`src/rtl/decode_issue_queue.sv`:
```
// Decoded-instruction FIFO between decode stage 2 and register read.
// The producer has no ready input, so it is throttled by a registered early stall; dropped pushes raise a sticky overflow.
module decode_issue_queue #(
    parameter int depth          = 4,
    parameter int ptrWidth       = 2,
    parameter int stallSlack     = 2,
    parameter int regWidth       = 5,
    parameter int opcodeWidth    = 6,
    parameter int XxoOpcodeWidth = 10,
    parameter int formatWidth    = 5
) (
    input  logic                      clock_i,
    input  logic                      reset_i,
    input  logic                      flush_i,
    input  logic                      enable_i,
    input  logic [63:0]               instructionAddress_i,
    input  logic [opcodeWidth-1:0]    opcode_i,
    input  logic [XxoOpcodeWidth-1:0] xOpcode_i,
    input  logic                      xOpcodeEnable_i,
    input  logic [formatWidth-1:0]    instructionFormat_i,
    input  logic [63:0]               imm_i,
    input  logic                      immEnable_i,
    input  logic [regWidth-1:0]       reg1_i,
    input  logic [regWidth-1:0]       reg2_i,
    input  logic [regWidth-1:0]       reg3_i,
    input  logic                      reg1Enable_i,
    input  logic                      reg2Enable_i,
    input  logic                      reg3Enable_i,
    input  logic                      reg3IsImmediate_i,
    input  logic                      reg2ValOrZero_i,
    input  logic                      bit1_i,
    input  logic                      bit2_i,
    input  logic                      bit1Enable_i,
    input  logic                      bit2Enable_i,
    output logic                      stall_o,
    output logic                      overflow_o,
    output logic                      valid_o,
    input  logic                      ready_i,
    output logic [63:0]               instructionAddress_o,
    output logic [opcodeWidth-1:0]    opcode_o,
    output logic [XxoOpcodeWidth-1:0] xOpcode_o,
    output logic                      xOpcodeEnable_o,
    output logic [formatWidth-1:0]    instructionFormat_o,
    output logic [63:0]               imm_o,
    output logic                      immEnable_o,
    output logic [regWidth-1:0]       reg1_o,
    output logic [regWidth-1:0]       reg2_o,
    output logic [regWidth-1:0]       reg3_o,
    output logic                      reg1Enable_o,
    output logic                      reg2Enable_o,
    output logic                      reg3Enable_o,
    output logic                      reg3IsImmediate_o,
    output logic                      reg2ValOrZero_o,
    output logic                      bit1_o,
    output logic                      bit2_o,
    output logic                      bit1Enable_o,
    output logic                      bit2Enable_o,
    output logic [ptrWidth:0]         count_o
);

    localparam int PKT_W = 64 + opcodeWidth + XxoOpcodeWidth + 1 + formatWidth
                         + 64 + 1 + 3 * regWidth + 3 + 2 + 4;

    localparam logic [ptrWidth:0]   DEPTH_CNT    = (ptrWidth + 1)'(depth);
    localparam logic [ptrWidth:0]   STALL_THRESH = (ptrWidth + 1)'(depth - stallSlack);
    localparam logic [ptrWidth:0]   CNT_ONE      = (ptrWidth + 1)'(1);
    localparam logic [ptrWidth-1:0] PTR_ONE      = ptrWidth'(1);

    logic [PKT_W-1:0]    mem_reg [depth];
    logic [PKT_W-1:0]    pkt_in;
    logic [PKT_W-1:0]    pkt_head;

    logic [ptrWidth-1:0] wr_ptr_reg;
    logic [ptrWidth-1:0] wr_ptr_next;
    logic [ptrWidth-1:0] rd_ptr_reg;
    logic [ptrWidth-1:0] rd_ptr_next;
    logic [ptrWidth:0]   count_reg;
    logic [ptrWidth:0]   count_next;
    logic                stall_reg;
    logic                overflow_reg;

    logic                full;
    logic                pop;
    logic                push;
    logic                drop;
    logic                write_en;
    logic [depth-1:0]    wr_sel;

    assign pkt_in = {instructionAddress_i, opcode_i, xOpcode_i, xOpcodeEnable_i,
                     instructionFormat_i, imm_i, immEnable_i,
                     reg1_i, reg2_i, reg3_i,
                     reg1Enable_i, reg2Enable_i, reg3Enable_i,
                     reg3IsImmediate_i, reg2ValOrZero_i,
                     bit1_i, bit2_i, bit1Enable_i, bit2Enable_i};

    // Head is read combinationally so a pushed packet is visible exactly one cycle later.
    assign pkt_head = mem_reg[rd_ptr_reg];

    assign {instructionAddress_o, opcode_o, xOpcode_o, xOpcodeEnable_o,
            instructionFormat_o, imm_o, immEnable_o,
            reg1_o, reg2_o, reg3_o,
            reg1Enable_o, reg2Enable_o, reg3Enable_o,
            reg3IsImmediate_o, reg2ValOrZero_o,
            bit1_o, bit2_o, bit1Enable_o, bit2Enable_o} = pkt_head;

    assign valid_o    = (count_reg != '0);
    assign count_o    = count_reg;
    assign stall_o    = stall_reg;
    assign overflow_o = overflow_reg;

    // A full queue still accepts a push when the head leaves in the same cycle.
    always_comb begin
        full     = (count_reg == DEPTH_CNT);
        pop      = valid_o && ready_i;
        push     = enable_i && (!full || pop);
        drop     = enable_i && full && !pop;
        write_en = push && !flush_i;

        wr_ptr_next = wr_ptr_reg;
        rd_ptr_next = rd_ptr_reg;
        count_next  = count_reg;
        if (flush_i) begin
            wr_ptr_next = '0;
            rd_ptr_next = '0;
            count_next  = '0;
        end else begin
            if (push) begin
                wr_ptr_next = wr_ptr_reg + PTR_ONE;
            end
            if (pop) begin
                rd_ptr_next = rd_ptr_reg + PTR_ONE;
            end
            if (push && !pop) begin
                count_next = count_reg + CNT_ONE;
            end else if (pop && !push) begin
                count_next = count_reg - CNT_ONE;
            end
        end
    end

    genvar gi;
    generate
        for (gi = 0; gi < depth; gi++) begin : g_entry
            assign wr_sel[gi] = write_en && (wr_ptr_reg == ptrWidth'(gi));

            always_ff @(posedge clock_i) begin
                if (reset_i) begin
                    mem_reg[gi] <= '0;
                end else if (wr_sel[gi]) begin
                    mem_reg[gi] <= pkt_in;
                end
            end
        end
    endgenerate

    always_ff @(posedge clock_i) begin
        if (reset_i) begin
            wr_ptr_reg   <= '0;
            rd_ptr_reg   <= '0;
            count_reg    <= '0;
            stall_reg    <= 1'b0;
            overflow_reg <= 1'b0;
        end else begin
            wr_ptr_reg <= wr_ptr_next;
            rd_ptr_reg <= rd_ptr_next;
            count_reg  <= count_next;
            // Stall tracks the post-update occupancy so it lines up with count_o.
            stall_reg  <= (count_next >= STALL_THRESH);
            if (drop && !flush_i) begin
                overflow_reg <= 1'b1;
            end
        end
    end

endmodule

```
`config.mk`:
```
export PLATFORM = sky130hd
export DESIGN_NAME = decode_issue_queue
export DESIGN_NICKNAME = d
export VERILOG_FILES = /design/src/rtl/decode_issue_queue.sv
export SDC_FILE = /design/constraint.sdc
export NUM_CORES = 1
export LEC_CHECK = 0
export BUFFER_PORTS_ARGS = -buffer_cell sky130_fd_sc_hd__buf_4
export CAP_MARGIN = 5
export CORE_MARGIN = 1
export CORE_UTILIZATION = 42
export DETAILED_ROUTE_END_ITERATION = 12
export GPL_ROUTABILITY_DRIVEN = 0
export PLACE_DENSITY = 0.59
export SYNTH_ARGS = -nofsm -noshare
export SYNTH_HDL_FRONTEND = slang
export SYNTH_SLANG_ARGS = --single-unit
```
`constraint.sdc`:
```
create_clock -name clock_i -period 12.5 [get_ports clock_i]
set_clock_uncertainty 0.1 [all_clocks]
set_input_delay 0.625 -clock clock_i [delete_from_list [all_inputs] [get_ports clock_i]]
set_output_delay 0.625 -clock clock_i [all_outputs]
set_load 0.1 [all_outputs]
```
==> results of run 1 <==
-- cells in the final DEF (no fill, tap or decap), drive strengths merged, types with 4 or more instances in the layout --
master	netlist	routed
clkbuf	48	94
edfxtp	700	700
mux4	175	175
dfxtp	11	11
nor2b	4	4
inv	7	10
a21oi	4	4
clkinv	0	33
nand2b	182	182
ha	7	7
nand2	6	6
buf	90	381
nor2	709	709
-- path summary, 6_finish.rpt --
check                           slack, ns  startpoint              to  depth (start not counted)
worst max register to register       7.17  count_o[1]  mem_reg[1][11]                          8
worst min register to register       0.40  overflow_o      overflow_o                          2
worst max-delay path                 7.17  count_o[1]  mem_reg[1][11]                          8
worst min-delay path                 0.28     flush_i      overflow_o                          4
-- metal layers --
| metal | part of all wire | up-vias | GRT usage |
|---|---|---|---|
| met2 | 0.49 | 594 | 0.336 |
| met4 | 0.025 | 10 | 0.0676 |
| met3 | 0.071 | 117 | 0.0445 |
| met1 | 0.41 | 8888 | 0.281 |
| li1 | - | 7769 | - |
| met5 | 0.00097 | - | 0 |
-- logic make-up (layout without fill, tap and decap cells) --
kind of cell / count (synthesis) / after routing
compound gates: 13 / 13
buf+inv: 145 / 523
other cells: 0 / 1
simple gates: 911 / 911
flops: 711 / 711
fa+ha+maj: 7 / 7
mux: 176 / 176
xor+xnor: 3 / 3
-- cell usage after synthesis --
| master | n | share of area |
|---|---|---|
| clkbuf_1 | 48 | 0.0060 |
| inv_1 | 7 | 0.00087 |
| buf_2 | 45 | 0.0075 |
| xor2_1 | 2 | 0.00058 |
| a31oi_1 | 2 | 0.00041 |
| nand2_1 | 2 | 0.00025 |
| nand2_2 | 4 | 0.00083 |
| a211o_1 | 1 | 0.00029 |
| ha_1 | 7 | 0.0029 |
| nand2b_1 | 182 | 0.038 |
| nand3_1 | 2 | 0.00033 |
| nand4bb_1 | 1 | 0.00037 |
| nor2b_1 | 4 | 0.00083 |
| buf_1 | 7 | 0.00087 |
| nor2_1 | 709 | 0.088 |
| nand3b_1 | 3 | 0.00075 |
| edfxtp_1 | 700 | 0.70 |
| a2bb2oi_1 | 1 | 0.00029 |
| and3b_1 | 1 | 0.00029 |
| mux4_2 | 175 | 0.13 |
| buf_4 | 5 | 0.0012 |
| xnor2_1 | 1 | 0.00029 |
| dfxtp_1 | 11 | 0.0073 |
| or2_2 | 1 | 0.00021 |
| mux2i_1 | 1 | 0.00033 |
| nor3b_4 | 1 | 0.00062 |
| a21o_1 | 1 | 0.00025 |
| a311oi_1 | 1 | 0.00029 |
| o21ai_0 | 3 | 0.00050 |
| a21oi_1 | 4 | 0.00066 |
| buf_6 | 33 | 0.012 |
| and3_1 | 1 | 0.00021 |
-- power groups by stage --
stage                     clock network, mW  logic, mW  registers (mW)
after global placement                    0      0.697            2.79
after floorplan                           0      0.498            2.81
final                                  2.09      0.688            2.75
after global routing                   2.22      0.716            2.76
after detailed placement                  0      0.696            2.80
after CTS                              2.13      0.697            2.75
-- final cells by class --
cell class / instances / area [um2] / share of cell area
timing repair buffer: 381 / 2890 / 0.0806
sequential: 711 / 21200 / 0.594
antenna: 1 / 2.50 / 0.0000699
inverter: 7 / 26.3 / 0.000734
tap: 940 / 1180 / 0.0329
clock buffer: 94 / 1990 / 0.0556
clock inverter: 41 / 277 / 0.00773
multi-input combinational: 1110 / 8170 / 0.228
-- stage by stage --
stage,util,total power [mW],instance area [um2]
4_1_cts,0.506,5.58,35800
3_5_place_dp,0.474,3.50,33500
3_3_place_gp,0.474,3.49,33500
6_report,0.507,5.53,35800
2_1_floorplan,-,3.31,30200
5_1_grt,0.507,5.70,35800
-- worst max-delay path: stages, from the launching register on --
cell and delay [ns]:
dfxtp_1 0.48, inv_1 0.13, ha_1 0.27, and3b_1 0.24, nor3b_4 0.68, nand2_8 0.37, nand2b_4 0.88, buf_4 0.80
buf_4 0.83
==> run_results.csv, run 1 <==
group,metric,value,unit
outcome,outcome,"finished, final reports clean",
detailed_routing,drtPass1Iterations,5,
detailed_routing,ant_nets,0,
pwr,switching_power,1.44,mW
floorplan,die_h,270,um
place,pre_cts_ws,7.04,ns
run,maxCapViolations,0,
detailed_routing,drt_iter0_markers,1370,
floorplan,design.core.area,70600,um2
cells_and_area,fin_nets,2474,
place,post-dp-hpwl,42500,um
pwr,comb_power_share,0.124,
pwr,p_leak,12.7,nW
place,place_inst,3149,
pwr,swShare,0.261,
sta,worst_slew_pin_slew,1.14,ns
grt,grt_pass1_wl,113000,um
critical_path,cp_max_fo,62,
critical_path,worstPathRequired,12.61,ns
detailed_routing,drc,0,
detailed_routing,wirelength,76100,um
logic_synthesis,avgSynthCellArea,15.4,um2
clock_network,cts_hold_buf,0,
critical_path,endpoint_kind,"register",
sta,maxSlewViolCount,0,
logic_synthesis,synth_compound_area_frac,0.00269,
floorplan,pin_count,361,
critical_path,worstSetupPathType,"register to register",
cells_and_area,finalNonFillerCells,3285,
sta,fin_hold_ws,0.280,ns
cells_and_area,largest_reg_flops,700,
sta,max_freq,188,MHz
clock_network,cts_tree,"done",
logic_synthesis,synth-seq-area-share,0.703,
clock_network,clk_pin_slew,0.06,ns
sta,fin_crit,5.33,ns
sta,post-route-period-util,0.426,
pwr,p_seq_frac,0.498,
logic_synthesis,synthAdderAreaFrac,0.00290,
floorplan,initial_core_util,0.427,
logic_synthesis,synth_top_family_by_area,"multiplexers",
pwr,clkPwrFrac,0.378,
critical_path,worst-endpoint-arrival,5.44,ns
sta,hold_violations,0,
logic_synthesis,netlist_instances,1966,
clock_network,htreeDepth,3,
grt,antenna_found_initial,6,
logic_synthesis,synthMuxAreaShare,0.131,
clock_network,clk_latency,0.60,ns
sta,rsz0062_at_grt,"false",
clock_network,clk_path_buf_depth,3,
clock_network,cts_root_buf,"clkbuf_16",
pwr,internal-power,4.08,mW
detailed_routing,routedWlPerCell,23.2,um
pwr,peakVddDrop,0.0000904,V
grt,grt_start_max_net_pins,135,
worst_hold_path,min_path_type,"input port to register",
cells_and_area,fill_cells,6061,
cells_and_area,syn_to_final_growth,18.5,%
clock_network,post_cts_buffers,0,
sta,setup_violations,0,
grt,track_usage,0.208,
grt,grt_pass1_vias,18000,
cells_and_area,drive_gt1_frac,0.285,
detailed_routing,vias,17400,
floorplan,rows,97,
detailed_routing,vias_per_cell,5.29,
logic_synthesis,ys_seq_elements,711,
logic_synthesis,synth-xor-area-share,0.000870,
clock_network,cts_made_buffers,76,
sta,fin_ws,7.17,ns
sta,fin_tns_setup,0,ns
floorplan,fp.dieW,270,um
floorplan,die_area,73000,um2
logic_synthesis,synthSimpleGateAreaFrac,0.131,
place,io_buffers,360,
logic_synthesis,synthesis.nets,2153,
logic_synthesis,syn_area,30200,um2
clock_network,cts_resized,0,
clock_network,clkSinkCount,711,
sta,relSlewSlack,0.241,
critical_path,cp-start-kind,"register",
pwr,powerDensity,154,nW/um2
logic_synthesis,synth.distinct_cells,32,
logic_synthesis,synth-warning-count,0,
grt,overflow,0,
(Power assumes the default switching activity.)
==> run 2, diff against run 1 <==
--- a/config.mk
+++ b/config.mk
@@ -5,13 +5,14 @@
 export SDC_FILE = /design/constraint.sdc
 export NUM_CORES = 1
 export LEC_CHECK = 0
+export ABC_AREA = 1
 export BUFFER_PORTS_ARGS = -buffer_cell sky130_fd_sc_hd__buf_4
 export CAP_MARGIN = 5
 export CORE_MARGIN = 1
 export CORE_UTILIZATION = 42
 export DETAILED_ROUTE_END_ITERATION = 12
 export GPL_ROUTABILITY_DRIVEN = 0
-export PLACE_DENSITY = 0.59
+export PLACE_DENSITY = 0.61
 export SYNTH_ARGS = -nofsm -noshare
 export SYNTH_HDL_FRONTEND = slang
 export SYNTH_SLANG_ARGS = --single-unit
==> constraint.sdc (replaced) <==
create_clock -name clock_i -period 4.4 [get_ports clock_i]
set_clock_uncertainty 0.1 [all_clocks]
set_input_delay 0.22 -clock clock_i [delete_from_list [all_inputs] [get_ports clock_i]]
set_output_delay 0.22 -clock clock_i [all_outputs]
set_load 0.1 [all_outputs]
==> run_results.csv, run 2 <==
group,metric,value,unit
logic_synthesis,yosys.area.top_type_share,0.687,
critical_path,cp-start-kind,"register",
floorplan,die_h,272,um
logic_synthesis,netlist_instances,2733,
clock_network,post_cts_buffers,0,
cells_and_area,syn_to_final_growth,24.0,%
sta,fin_crit,3.58,ns
logic_synthesis,ys.flop_type,"edfxtp_1",
logic_synthesis,ys_seq_elements,711,
critical_path,crit_family,"buffers and inverters",
cells_and_area,antenna_cells,0,
place,post-dp-hpwl,44400,um
pwr,peakVddDrop,0.000300,V
critical_path,cp.buffers_inverters,2,
floorplan,die_area,74000,um2
cells_and_area,final_util,0.528,
logic_synthesis,synth-warning-count,0,
grt,grt_pass1_wl,127000,um
cells_and_area,fin_nets,3388,
sta,rsz0062_at_grt,"false",
detailed_routing,vias,22100,
pwr,clkPwrFrac,0.370,
logic_synthesis,async_flop_share,0,
sta,max_freq,280,MHz
critical_path,slowest_stage,"dfxtp_4",
floorplan,initial_core_util,0.426,
detailed_routing,ant_nets,0,
cells_and_area,final_cell_mix,"nor2_1 (1005), edfxtp_1 (700), buf_4 (381)",
sta,fin_hold_ws,0.357,ns
pwr,p_leak,15.7,nW
pwr,powerDensity,437,nW/um2
critical_path,worstSetupPathType,"register to output pin",
critical_path,worstPathRequired,4.08,ns
cells_and_area,final_common_cell,"nor2_1",
sta,relSlewSlack,0.00193,
run,maxCapViolations,0,
grt,grt_start_max_net_pins,241,
cells_and_area,fin_area,37900,um2
clock_network,htreeDepth,3,
grt,grt_pass1_vias,22400,
detailed_routing,drt_iter0_markers,1925,
worst_hold_path,min_path_type,"register to register",
detailed_routing,wirelength,84000,um
critical_path,cp_slowest_stage_delay,0.62,ns
cells_and_area,drive_gt1_frac,0.175,
sta,fin_tns_setup,0,ns
grt,antenna_found_initial,4,
clock_network,clkSinkCount,711,
grt,overflow,0,
grt,track_usage,0.224,
critical_path,worst-endpoint-arrival,3.26,ns
logic_synthesis,synthesis.nets,2920,
pwr,p_seq_frac,0.472,
place,pre_cts_ws,1.51,ns
clock_network,clk_latency,0.62,ns
floorplan,fp.dieW,272,um
sta,post-route-period-util,0.813,
clock_network,clk_pin_slew,0.06,ns
floorplan,rows,98,
pwr,swShare,0.284,
pwr,fin_total_pwr,16.6,mW
logic_synthesis,synth_common_cells,"nor2_1 (1005), edfxtp_1 (700), o21ai_0 (354)",
clock_network,cts_made_buffers,77,
clock_network,clk_path_buf_depth,3,
place,place_inst,3890,
logic_synthesis,synth_edf_count,700,
sta,hold_violations,0,
cells_and_area,largest_reg_flops,700,
floorplan,design.core.area,71900,um2
sta,worst_slew_pin_slew,1.50,ns
logic_synthesis,yosys.area.top_type,"edfxtp_1",
detailed_routing,routedWlPerCell,20.0,um
logic_synthesis,synth-seq-area-share,0.694,
sta,maxSlewViolCount,0,
pwr,internal-power,11.9,mW
place,io_buffers,360,
pwr,comb_power_share,0.158,
critical_path,cp_max_fo,240,
logic_synthesis,syn_area,30600,um2
clock_network,cts_tree,"done",
logic_synthesis,synth.distinct_cells,23,
place,placed_cell_area,33700,um2
detailed_routing,drtPass1Iterations,5,
outcome,outcome,"finished, final reports clean",
detailed_routing,vias_per_cell,5.26,
sta,fin_ws,0.824,ns
detailed_routing,drc,0,
floorplan,pin_count,361,
logic_synthesis,netlist_top_cells_area,"edfxtp_1 (69%), nor2_1 (12%), o21ai_0 (5.8%), o22ai_1 (3.6%), buf_6 (2.5%)",
sta,setup_violations,0,
critical_path,endpoint_kind,"output pin",
logic_synthesis,avgSynthCellArea,11.2,um2
pwr,switching_power,4.71,mW
logic_synthesis,synth.most_common_cell,"nor2_1",
clock_network,cts_root_buf,"clkbuf_16",
cells_and_area,finalNonFillerCells,4209,
critical_path,crit_chain,"buf_12, o21ai_0, o22ai_1, buf_4",
## run 2: path summary, 6_finish.rpt
kind | cells after the start | start | slack [ns] | to
setup / recovery | 4 | register | 0.82 | imm_o[44]
hold / removal | 1 | rd_ptr_reg[0] | 0.36 | register
setup reg to reg | 8 | count_o[0] | 1.59 | mem_reg[1][105]
hold reg to reg | 1 | rd_ptr_reg[0] | 0.36 | register
## run 2: cell families after synthesis
group | Yosys count | share of synthesized area
flops | 711 | 0.694
compound gates | 537 | 0.0950
buf+inv | 384 | 0.0674
fa+ha+maj | 7 | 0.00286
xor+xnor | 1 | 0.000286
simple gates | 1093 | 0.141
## run 2: final cells by class
type                       count  area, um2
clock buffer                 101       2090
tap                          950       1190
multi-input combinational   1638       7370
sequential                   711      21200
clock inverter                36        284
timing repair buffer         580       5020
inverter                     193        737
fill                        6258      33900
## run 2: power groups by stage
stage,Combinational [mW],Sequential [mW],Clock [mW]
3_3_place_gp,2.47,7.96,0
3_5_place_dp,2.49,7.98,0
6_report,2.62,7.84,6.13
5_1_grt,2.72,7.86,6.51
4_1_cts,2.63,7.84,6.25
2_1_floorplan,1.79,7.98,0
## run 2: per-layer routing
layer | track usage | vias up | share of wire
li1 | - | 10300 | -
met1 | 0.286 | 10900 | 0.41
met2 | 0.391 | 770 | 0.50
met3 | 0.0328 | 117 | 0.062
met4 | 0.0692 | 6 | 0.021
met5 | 0 | - | 0.00052
## run 2: timing repair
action / CTS / global route
resized for setup: 0 / 0
hold endpoints to repair: 711 / 0
hold buffers: 182 / 0
